**src/rtl/regfile_wb_sequencer.sv**
```systemverilog
// Write-back scheduler for a single-write-port Y86-64 register file.
// Splits dual-destination transactions into an E write followed by an M write.
module regfile_wb_sequencer #(
  parameter int DATA_W = 64,
  parameter int CNT_W  = 16
) (
  input  logic              clk,
  input  logic              reset,
  input  logic              wb_valid,
  output logic              wb_ready,
  input  logic [3:0]        dstE,
  input  logic [3:0]        dstM,
  input  logic [DATA_W-1:0] valE,
  input  logic [DATA_W-1:0] valM,
  output logic              wr_en,
  output logic [3:0]        wr_addr,
  output logic [DATA_W-1:0] wr_data,
  output logic [14:0]       pend_mask,
  output logic [CNT_W-1:0]  retire_cnt
);

  localparam logic [3:0] REG_NONE = 4'hF;

  typedef enum logic {
    S_IDLE,
    S_ISSUE_M
  } state_t;

  state_t state, state_nxt;

  logic              accept;
  logic              e_valid;
  logic              m_valid;
  logic              split;

  logic              wr_en_nxt;
  logic [3:0]        wr_addr_nxt;
  logic [DATA_W-1:0] wr_data_nxt;

  logic              m_load;
  logic [3:0]        m_addr;
  logic [DATA_W-1:0] m_data;

  // Ready is gated by reset directly so it drops without waiting for an edge.
  assign wb_ready = (state == S_IDLE) && !reset;
  assign accept   = wb_valid && wb_ready;
  assign e_valid  = (dstE != REG_NONE);
  assign m_valid  = (dstM != REG_NONE);
  assign split    = e_valid && m_valid && (dstE != dstM);

  // NOTE: sequential state uses non-blocking (<=) so every register samples
  // pre-edge values; blocking here would create order-dependent simulation.
  always_ff @(posedge clk or posedge reset) begin
    if (reset) begin
      state <= S_IDLE;
    end else begin
      state <= state_nxt;
    end
  end

  always_comb begin
    state_nxt = state;
    case (state)
      S_IDLE:    if (accept && split) state_nxt = S_ISSUE_M;
      S_ISSUE_M: state_nxt = S_IDLE;
      default:   state_nxt = S_IDLE;
    endcase
  end

  // NOTE: every output of this block is given a default first so no path
  // leaves a variable unassigned, which would infer a latch.
  always_comb begin
    wr_en_nxt   = 1'b0;
    wr_addr_nxt = REG_NONE;
    wr_data_nxt = wr_data;
    m_load      = 1'b0;
    case (state)
      S_IDLE: begin
        if (accept) begin
          // Same-register E/M collapses to a single write of valM (popq %rsp).
          if (m_valid && !split) begin
            wr_en_nxt   = 1'b1;
            wr_addr_nxt = dstM;
            wr_data_nxt = valM;
          end else if (e_valid) begin
            wr_en_nxt   = 1'b1;
            wr_addr_nxt = dstE;
            wr_data_nxt = valE;
            m_load      = split;
          end
        end
      end
      S_ISSUE_M: begin
        wr_en_nxt   = 1'b1;
        wr_addr_nxt = m_addr;
        wr_data_nxt = m_data;
      end
      default: ;
    endcase
  end

  always_ff @(posedge clk or posedge reset) begin
    if (reset) begin
      wr_en   <= 1'b0;
      wr_addr <= REG_NONE;
      wr_data <= '0;
    end else begin
      wr_en   <= wr_en_nxt;
      wr_addr <= wr_addr_nxt;
      wr_data <= wr_data_nxt;
    end
  end

  // NOTE: the M buffer is a single register, not a memory array, so it is
  // cleared on reset; a reset in ISSUE_M must leave nothing to replay.
  always_ff @(posedge clk or posedge reset) begin
    if (reset) begin
      m_addr <= REG_NONE;
      m_data <= '0;
    end else if (m_load) begin
      m_addr <= dstM;
      m_data <= valM;
    end
  end

  always_ff @(posedge clk or posedge reset) begin
    if (reset) begin
      retire_cnt <= '0;
    end else if (accept) begin
      retire_cnt <= retire_cnt + 1'b1;
    end
  end

  always_comb begin
    pend_mask = '0;
    for (int r = 0; r < 15; r++) begin
      pend_mask[r] = (wr_en && (wr_addr == 4'(r))) ||
                     ((state == S_ISSUE_M) && (m_addr == 4'(r)));
    end
  end

endmodule

```
**config.mk**
```make
export PLATFORM = sky130hd
export DESIGN_NAME = regfile_wb_sequencer
export DESIGN_NICKNAME = d
export VERILOG_FILES = /design/src/rtl/regfile_wb_sequencer.sv
export SDC_FILE = /design/constraint.sdc
export NUM_CORES = 1
export LEC_CHECK = 0
export CAP_MARGIN = 30
export CORE_UTILIZATION = 47
export CTS_CLUSTER_SIZE = 28
export DETAILED_ROUTE_END_ITERATION = 8
export PLACE_DENSITY = 0.81
export SKIP_LAST_GASP = 1
export SYNTH_ARGS = -nofsm -noshare
export SYNTH_HDL_FRONTEND = slang
export SYNTH_SLANG_ARGS = --single-unit
```
**constraint.sdc**
```tcl
create_clock -name clk -period 6.96 [get_ports clk]
set_input_delay 1.392 -clock clk [delete_from_list [all_inputs] [get_ports clk]]
set_output_delay 1.392 -clock clk [all_outputs]
set_load 0.005 [all_outputs]
```
==> results.sh, run 1 <==
export IMPL_outcome="finished, final reports clean"
export IMPL_cts_resized=0
export IMPL_yosysSeqAreaShare_pct=52.00
export IMPL_ff2ff_path_depth=5
export IMPL_routed_wl_mm=21.03
export IMPL_startpoint="reset"
export IMPL_antenna_left=0
export IMPL_netlist_area_um2=7430
export IMPL_critPathBufInv=2
export IMPL_synth_edff_count=0
export IMPL_crit_fanout=3
export IMPL_powerDensity_nw_per_um2=273.8
export IMPL_io_pins=240
export IMPL_crit_slowest_cell="clkdlybuf4s50_1"
export IMPL_cap_violations=0
export IMPL_clkSlewWorstSetupHoldPaths_ps=60
export IMPL_cts_setup_buffers=0
export IMPL_grt_pass1_wl_mm=33.31
export IMPL_synth_top_flop_cell="dfrtp_1"
export IMPL_min_period_ps=4069
export IMPL_final_common_cell="clkdlybuf4s50_1"
export IMPL_synth_simple_area_share_pct=15.26
export IMPL_r2r_start="state$_DFF_PP0_"
export IMPL_synth_top_family_by_area="simple AND/OR/NAND/NOR gates"
export IMPL_maxSlewViolCount=0
export IMPL_clk_path_buf_depth=2
export IMPL_postLayoutCellArea_um2=10560
export IMPL_dieArea_um2=16320
export IMPL_p_leak_nw=4.267
export IMPL_cp_required_ps=5570
export IMPL_start_util_pct=48.51
export IMPL_routabilityCongestion=0.8785
export IMPL_num_vias=6347
export IMPL_wl_per_cell_um=18.78
export IMPL_cp_arrival_ps=2680
export IMPL_areaGrowthSynthToFinish_pct=42.19
export IMPL_core_area_um2=15310
export IMPL_postSynth_asyncResetShare_pct=100.0
export IMPL_synth_xor_area_share_pct=2.240
export IMPL_end_kind="primary output"
export IMPL_cpMostUsedCell="clkdlybuf4s50_1"
export IMPL_drtIter0Drc=364
export IMPL_worstSkewPairLatency_ps=420
export IMPL_antenna_cells=0
export IMPL_hold_class="reg -> reg"
export IMPL_syn_inst=675
export IMPL_drcViolationCount=0
export IMPL_ir_drop_v=0.0001980
export IMPL_synthDistinctLibCells=41
export IMPL_rr_endpoint="wr_data[13]$_DFFE_PP0P_"
export IMPL_fmax_ghz=0.2457
export IMPL_syn_nets=815
export IMPL_synth_fa_ha_area_share_pct=0.1684
export IMPL_antenna_found_initial=0
export IMPL_slowest_delay_ps=570
export IMPL_viasPerCell=5.667
export IMPL_synth_seq_cells=154
export IMPL_die_width_um=127.7
export IMPL_muxShareOfSynthArea_pct=11.77
export IMPL_placementRows=45
export IMPL_grt_pass1_vias=6397
export IMPL_rsz0062_at_grt="false"
export IMPL_synth_warnings=0
export IMPL_cp_top_family="buffers and inverters"
export IMPL_cts_tree="done"
export IMPL_avgSynthCellArea_um2=11.01
export IMPL_port_buffers=239
export IMPL_fin_nets=1036
export IMPL_tightest_slew_ps=959.8
export IMPL_final_util_pct=68.98
export IMPL_cts_buffers=17
export IMPL_grtUsageTotal_pct=26.36
export IMPL_drive_gt1_share_pct=13.86
export IMPL_ctsHoldBuffers=0
export IMPL_grt_max_degree=122
export IMPL_final_cell_mix="clkdlybuf4s50_1, dfrtp_1, nand2_1"
export IMPL_firstDrtPassIters=4
export IMPL_postPlaceCellArea_um2=9978
export IMPL_path_cells="clkdlybuf4s50_1 > nor2_1 > clkdlybuf4s50_1"
export IMPL_startpoint_type="input pin"
export IMPL_cp_endpoint="wb_ready"
export IMPL_grt_overflow=0
export IMPL_clkSinkCount=154
export IMPL_synth_compound_area_share_pct=15.01
export IMPL_worstSetupPathType="in -> out"
export IMPL_cts_max_level=4
export IMPL_hold_start="retire_cnt[15]$_DFFE_PP0P_"
export IMPL_clockRootBuffer="clkbuf_16"
export IMPL_path_depth=3
export IMPL_final_period_utilization_pct=58.47
export IMPL_skew_ps=9.109
export IMPL_hpwl_mm=13.74
export IMPL_reg2reg_slack_ps=4100
export IMPL_final_hold_viol_count=0
export IMPL_timing_slew_headroom_pct=35.95
export IMPL_die_h_um=127.7
export IMPL_final_setup_tns_ps=0
export IMPL_setup_violations=0
synth_stat cells (all sizes together), types with 6 or more instances:
library cell	count	area [um2]
nor2	8	32.54
nand2	74	277.8
clkbuf	30	113.9
nand2b	37	231.5
o21ai	35	175.2
a221o	28	280.3
a211oi	33	247.7
nor3	71	355.3
xor2	10	87.58
dfstp	8	210.2
o22ai	15	93.84
xnor2	9	78.83
buf	19	127.6
mux2	69	874.6
dfrtp	146	3654
inv	6	22.52
nand3	7	40.04
o21bai	33	247.7
nand4	6	37.54
logic make-up (layout without fill, tap and decap cells):
group	count (synthesis)	count (layout)
AND/OR/NAND/NOR	224	224
flip-flops	154	154
AO/OA/AOI/OAI	153	153
multiplexers	69	69
buffers and inverters	55	289
XOR/XNOR	19	19
adder cells (fa/ha/maj)	1	1
sequential cells by signal, summed over array words and instances, names as in the netlist:
| register | cells |
|---|---|
| m_addr | 4 |
| m_data | 64 |
| retire_cnt | 16 |
| state | 1 |
| wr_addr | 4 |
| wr_data | 64 |
| wr_en | 1 |
metrics by stage:
stage | hold WS, ps | cells | worst slack (ps) | power (mW)
finish | 463.2 | 1120 | 2891 | 2.893
global route | 477.3 | 1120 | 2853 | 3.036
CTS | 469.2 | 1119 | 2866 | 2.911
detailed placement | 458.6 | 1087 | 2732 | 2.014
global placement | 455.1 | 1086 | 2799 | 1.986
floorplan | 464.6 | 675 | 1431 | 1.591
routing by layer:
metal	track usage (%)	routed length (um)	vias to the layer above
li1	-	-	2890
met4	10.93	688	0
met5	0	0	-
met3	6.553	1376	48
met2	42.49	9975	281
met1	34.02	8989	3128
layout make-up:
type,count,area (um2)
Sequential cell,154,3867
Tap cell,211,264.0
Timing Repair Buffer,251,2522
Clock buffer,23,457.9
Inverter,6,27.53
Fill cell,1158,4751
Multi-Input combinational cell,466,3324
Clock inverter,9,100.1
where the power goes:
group | leakage [nW] | internal [mW] | switching [mW]
logic | 2.16 | 0.483 | 0.281
registers | 1.84 | 1.10 | 0.139
clock network | 0.271 | 0.534 | 0.352
total | 4.27 | 2.12 | 0.772
how the worst min path moves through the flow:
stage / cells past startpoint / endpoint / slack (ps)
floorplan: 1 / m_data[21]$_DFFE_PP0P_ / 460
detailed placement: 1 / retire_cnt[15]$_DFFE_PP0P_ / 460
global route: 1 / retire_cnt[15]$_DFFE_PP0P_ / 480
finish: 1 / retire_cnt[15]$_DFFE_PP0P_ / 460
global placement: 1 / retire_cnt[15]$_DFFE_PP0P_ / 460
CTS: 1 / retire_cnt[15]$_DFFE_PP0P_ / 470
Note: power is estimated with default switching activity, not from simulation.
==> inputs of run 2 (changes only) <==
- clock period: 6.96 -> 3.95 ns (I/O delays scaled with it)
==> results.sh, run 2 (synthesis gave the netlist of run 1 again) <==
export IMPL_placementRows=45
export IMPL_drive_gt1_share_pct=14.69
export IMPL_top_regs="m_data: 64 flops, wr_data: 64 flops, retire_cnt: 16 flops"
export IMPL_ctsHoldBuffers=0
export IMPL_top_layer_used="met4"
export IMPL_p_leak_nw=4.334
export IMPL_instances_no_fill=1124
export IMPL_areaGrowthSynthToFinish_pct=44.06
export IMPL_maxSlewViolCount=0
export IMPL_final_util_pct=69.89
export IMPL_fin_nets=1040
export IMPL_cts_resized=0
export IMPL_clkSlewWorstSetupHoldPaths_ps=60
export IMPL_timing_slew_headroom_pct=45.03
export IMPL_final_period_utilization_pct=79.50
export IMPL_grt_pass1_wl_mm=33.55
export IMPL_routabilityCongestion=0.8795
export IMPL_outcome="finished, final reports clean"
export IMPL_dieArea_um2=16320
export IMPL_cp_required_ps=3160
export IMPL_clkSinkCount=154
export IMPL_startpoint_type="flip-flop"
export IMPL_min_period_ps=3140
export IMPL_grt_pass1_vias=6396
export IMPL_hold_start="retire_cnt[15]$_DFFE_PP0P_"
export IMPL_hpwl_mm=13.89
export IMPL_die_h_um=127.7
export IMPL_drt_met1_wl_mm=8.730
export IMPL_met2WireLength_mm=10.04
export IMPL_cts_setup_buffers=0
export IMPL_grt_overflow=0
export IMPL_wl_per_cell_um=18.38
export IMPL_final_hold_viol_count=0
export IMPL_firstDrtPassIters=5
export IMPL_skew_ps=7.624
export IMPL_final_common_cell="clkdlybuf4s50_1"
export IMPL_ir_drop_v=0.0003184
export IMPL_cap_violations=0
export IMPL_antenna_found_initial=0
export IMPL_hold_class="reg -> reg"
export IMPL_grt_max_degree=90
export IMPL_grtUsageTotal_pct=26.45
export IMPL_num_vias=6294
export IMPL_crit_fanout=48
export IMPL_cts_buffers=17
export IMPL_postLayoutCellArea_um2=10700
export IMPL_port_buffers=239
export IMPL_crit_slowest_cell="dfrtp_4"
export IMPL_path_cells="nor2b_1 > nand2_1 > o22ai_1 > clkdlybuf4s50_1"
export IMPL_p_total_mw=5.359
export IMPL_startpoint="state$_DFF_PP0_"
export IMPL_die_width_um=127.7
export IMPL_tightest_slew_ps=824.5
export IMPL_io_pins=240
export IMPL_drcViolationCount=0
export IMPL_worstSkewPairLatency_ps=420
export IMPL_viasPerCell=5.600
export IMPL_start_util_pct=48.51
export IMPL_postPlaceCellArea_um2=10030
export IMPL_end_kind="primary output"
export IMPL_powerDensity_nw_per_um2=500.7
export IMPL_slowest_delay_ps=730
export IMPL_rsz0062_at_grt="false"
export IMPL_worstSetupPathType="reg -> out"
export IMPL_fmax_ghz=0.3184
export IMPL_antenna_left=0
export IMPL_drtIter0Drc=413
export IMPL_clockRootBuffer="clkbuf_16"
export IMPL_cp_arrival_ps=2350
export IMPL_final_cell_mix="clkdlybuf4s50_1, dfrtp_1, nand2_1"
export IMPL_routed_wl_mm=20.66
export IMPL_cts_max_level=4
export IMPL_r2r_start="state$_DFF_PP0_"
export IMPL_final_setup_tns_ps=0
export IMPL_core_area_um2=15310
export IMPL_clk_path_buf_depth=2
export IMPL_dr_wl_met3_mm=1.350
export IMPL_dp_cells=1092
export IMPL_setup_violations=0
export IMPL_cts_tree="done"
==> run 2: cell types whose count changed in the layout (fill, tap and decap cells not counted), sizes merged <==
| cell | change |
|---|---|
| bufinv | +3 |
| clkinvlp | +1 |
| clkbuf | -2 |
| diode | +1 |
| clkinv | -3 |
| buf | +4 |
==> run 2: power breakdown <==
part	internal (mW)	total [mW]	switching (mW)	leakage, nW
logic	0.854	1.35	0.492	2.17
registers	1.95	2.19	0.240	1.84
clock network	1.19	1.83	0.640	0.322
total	3.99	5.36	1.37	4.33
==> run 2: path summary, 6_finish.rpt <==
path                                              endpoint  slack [ps]  cells after the start
worst min-delay path            retire_cnt[15]$_DFFE_PP0P_         460                      1
worst min register to register  retire_cnt[15]$_DFFE_PP0P_         460                      1
max in group asynchronous                  state$_DFF_PP0_        2300                      3
worst max register to register       m_data[2]$_DFFE_PP0P_        1540                      6
min in group asynchronous                  wr_en$_DFF_PP0_         900                      2
worst max-delay path                          pend_mask[5]         810                      4
==> run 2: stage by stage <==
step / hold slack (ps) / setup slack, ps
global route: 493.4 / 620.8
finish: 461.9 / 809.6
floorplan: 464.6 / 1222
CTS: 470.3 / 778.2
global placement: 455.6 / 805.2
detailed placement: 460.7 / 779.0
==> run 2: per-layer routing <==
layer | up-vias | GRT usage (%)
met3 | 38 | 6.260
met4 | 0 | 10.10
met1 | 3099 | 34.21
met5 | - | 0
met2 | 262 | 43.19
li1 | 2895 | -
==> run 2: final cells by class <==
cell class	count	area (um2)
fillers	1166	4612
flip-flops and latches	154	3867
multi-input cells	466	3324
repair buffers	255	2550
clock buffers	21	480.5
well taps	211	264.0
clock inverters	10	187.7
inverters	6	26.28
diodes	1	2.502
==> run 2: worst max-delay path, delay by kind of cell, from the launching register on <==
| kind | cells | cell delay [ps] |
|---|---|---|
| AOI/OAI and AO/OA | 1 | 190 |
| buffers and inverters | 1 | 530 |
| DFF | 1 | 730 |
| and+or+nand+nor | 2 | 460 |
==> inputs of run 3 (changes only) <==
- clock period: 3.95 -> 3.1 ns (I/O delays scaled with it)
==> results.sh, run 3 (synthesis gave the netlist of run 1 again) <==
export IMPL_outcome="finished, final reports clean"
export IMPL_drive_gt1_share_pct=15.51
export IMPL_num_vias=6300
export IMPL_hold_class="reg -> reg"
export IMPL_tightest_slew_ps=847.1
export IMPL_grt_pass1_wl_mm=33.20
export IMPL_min_period_ps=2734
export IMPL_final_setup_tns_ps=0
export IMPL_routabilityCongestion=0.8675
export IMPL_netSwitchingPower_mw=1.809
export IMPL_dieArea_um2=16320
export IMPL_slowest_delay_ps=530
export IMPL_path_cells="or3b_2 > o22ai_1 > clkdlybuf4s50_1"
export IMPL_end_kind="primary output"
export IMPL_timing_slew_headroom_pct=43.41
export IMPL_grtUsageTotal_pct=26.25
export IMPL_worstSkewPairLatency_ps=430
export IMPL_p_leak_nw=4.349
export IMPL_min_path_cells=1
export IMPL_dp_cells=1101
export IMPL_grt_overflow=0
export IMPL_powerDensity_nw_per_um2=606.7
export IMPL_core_area_um2=15310
export IMPL_fmax_ghz=0.3657
export IMPL_start_util_pct=48.51
export IMPL_whs_endpoint="retire_cnt[15]$_DFFE_PP0P_"
export IMPL_hpwl_mm=13.94
export IMPL_antenna_found_initial=1
export IMPL_seqPwrFrac_pct=42.7
export IMPL_clockRootBuffer="clkbuf_16"
export IMPL_final_common_cell="clkdlybuf4s50_1"
export IMPL_grt_max_degree=77
export IMPL_skew_ps=10.92
export IMPL_ff2ff_path_depth=6
export IMPL_wl_per_cell_um=18.24
export IMPL_cts_max_level=4
export IMPL_areaGrowthSynthToFinish_pct=44.43
export IMPL_antenna_left=0
export IMPL_antenna_cells=0
export IMPL_clkSlewWorstSetupHoldPaths_ps=60
export IMPL_port_buffers=239
export IMPL_rsz0062_at_grt="false"
export IMPL_cts_tree="done"
export IMPL_cts_resized=0
export IMPL_crit_fanout=5
export IMPL_setup_violations=0
export IMPL_maxSlewViolCount=0
export IMPL_die_width_um=127.7
export IMPL_cp_arrival_ps=2110
export IMPL_regArea_um2=3867
export IMPL_startpoint_type="flip-flop"
export IMPL_routed_wl_mm=20.66
export IMPL_worstSetupPathType="reg -> out"
export IMPL_final_hold_viol_count=0
export IMPL_p_clk_share_pct=30.6
export IMPL_rr_endpoint="wr_data[11]$_DFFE_PP0P_"
export IMPL_multiInputGateArea_um2=3324
export IMPL_fin_nets=1049
export IMPL_hold_start="retire_cnt[15]$_DFFE_PP0P_"
export IMPL_reg2reg_slack_ps=1060
export IMPL_n_fill_cell=1157
export IMPL_crit_slowest_cell="clkdlybuf4s50_1"
export IMPL_ctsHoldBuffers=0
export IMPL_cts_setup_buffers=0
export IMPL_drtIter0Drc=313
export IMPL_grt_pass1_vias=6218
export IMPL_clk_path_buf_depth=2
export IMPL_final_period_utilization_pct=88.21
export IMPL_cp_required_ps=2480
export IMPL_viasPerCell=5.560
export IMPL_cap_violations=0
export IMPL_clkSinkCount=154
export IMPL_top_regs="m_data: 64 flops, wr_data: 64 flops, retire_cnt: 16 flops"
export IMPL_instances_no_fill=1133
export IMPL_internal_power_mw=4.702
export IMPL_power_frac_comb_pct=26.7
export IMPL_io_pins=240
export IMPL_firstDrtPassIters=5
export IMPL_r2r_start="state$_DFF_PP0_"
export IMPL_final_util_pct=70.07
export IMPL_cts_buffers=17
export IMPL_final_cell_mix="clkdlybuf4s50_1, dfrtp_1, nand2_1"
export IMPL_p_sw_share_pct=27.78
export IMPL_die_h_um=127.7
export IMPL_placementRows=45
export IMPL_drcViolationCount=0
export IMPL_ir_drop_v=0.0004249
-- run 3: changes by cell type in the layout (fill, tap and decap cells not counted), sizes merged --
cell and delta:
diode -1, buf +9, clkinvlp +1, bufinv -4, clkinv +4, inv +3
clkbuf -3
-- run 3: cell type report --
cell class | instances | share of cell area [%]
tap | 211 | 2.460
inverter | 6 | 0.2449
multi-input combinational | 466 | 30.98
clock buffer | 18 | 4.000
sequential | 154 | 36.04
clock inverter | 14 | 1.294
timing repair buffer | 264 | 24.98
-- run 3: layer usage --
metal | track usage, % | up-vias | part of all wire, %
li1 | - | 2927 | -
met1 | 34.62 | 3106 | 43
met2 | 42.39 | 233 | 49
met3 | 5.801 | 32 | 5.8
met4 | 10.03 | 2 | 2.4
met5 | 0 | - | 0.053
-- run 3: through the flow --
step	power (mW)	hold WS, ps	setup WS [ps]	area [um2]
floorplan	3.574	464.6	541.6	7433
global placement	4.482	456.1	421.3	10160
detailed placement	4.541	462.4	358.3	10160
CTS	6.562	489.2	361.8	10730
global route	6.859	499.6	246.0	10730
finish	6.510	484.4	365.6	10730
-- run 3: power groups by stage --
| stage | clock (mW) | combinational (mW) | sequential (mW) |
|---|---|---|---|
| finish | 2.00 | 1.74 | 2.78 |
| global route | 2.14 | 1.88 | 2.84 |
| CTS | 2.03 | 1.75 | 2.78 |
| detailed placement | 0 | 1.74 | 2.80 |
| global placement | 0 | 1.70 | 2.78 |
| floorplan | 0 | 0.811 | 2.76 |
-- run 3: worst max-delay path by stage --
| stage | startpoint | endpoint | slack [ps] | cells after the start |
|---|---|---|---|---|
| final | wr_en$_DFF_PP0_ | pend_mask[2] | 370 | 3 |
| after global routing | state$_DFF_PP0_ | pend_mask[8] | 250 | 4 |
| after CTS | wr_en$_DFF_PP0_ | pend_mask[2] | 360 | 3 |
| after detailed placement | dstE[0] | m_data[13]$_DFFE_PP0P_ | 360 | 7 |
| after global placement | dstE[2] | m_data[1]$_DFFE_PP0P_ | 420 | 7 |
| after floorplan | reset | m_data[0]$_DFFE_PP0P_ | 540 | 1 |
-- run 3: critical path: cells and delay by family (launching register included) --
family,cells,cell delay (ps)
flops,1,420
buf+inv,1,530
simple gates,1,520
compound gates,1,220
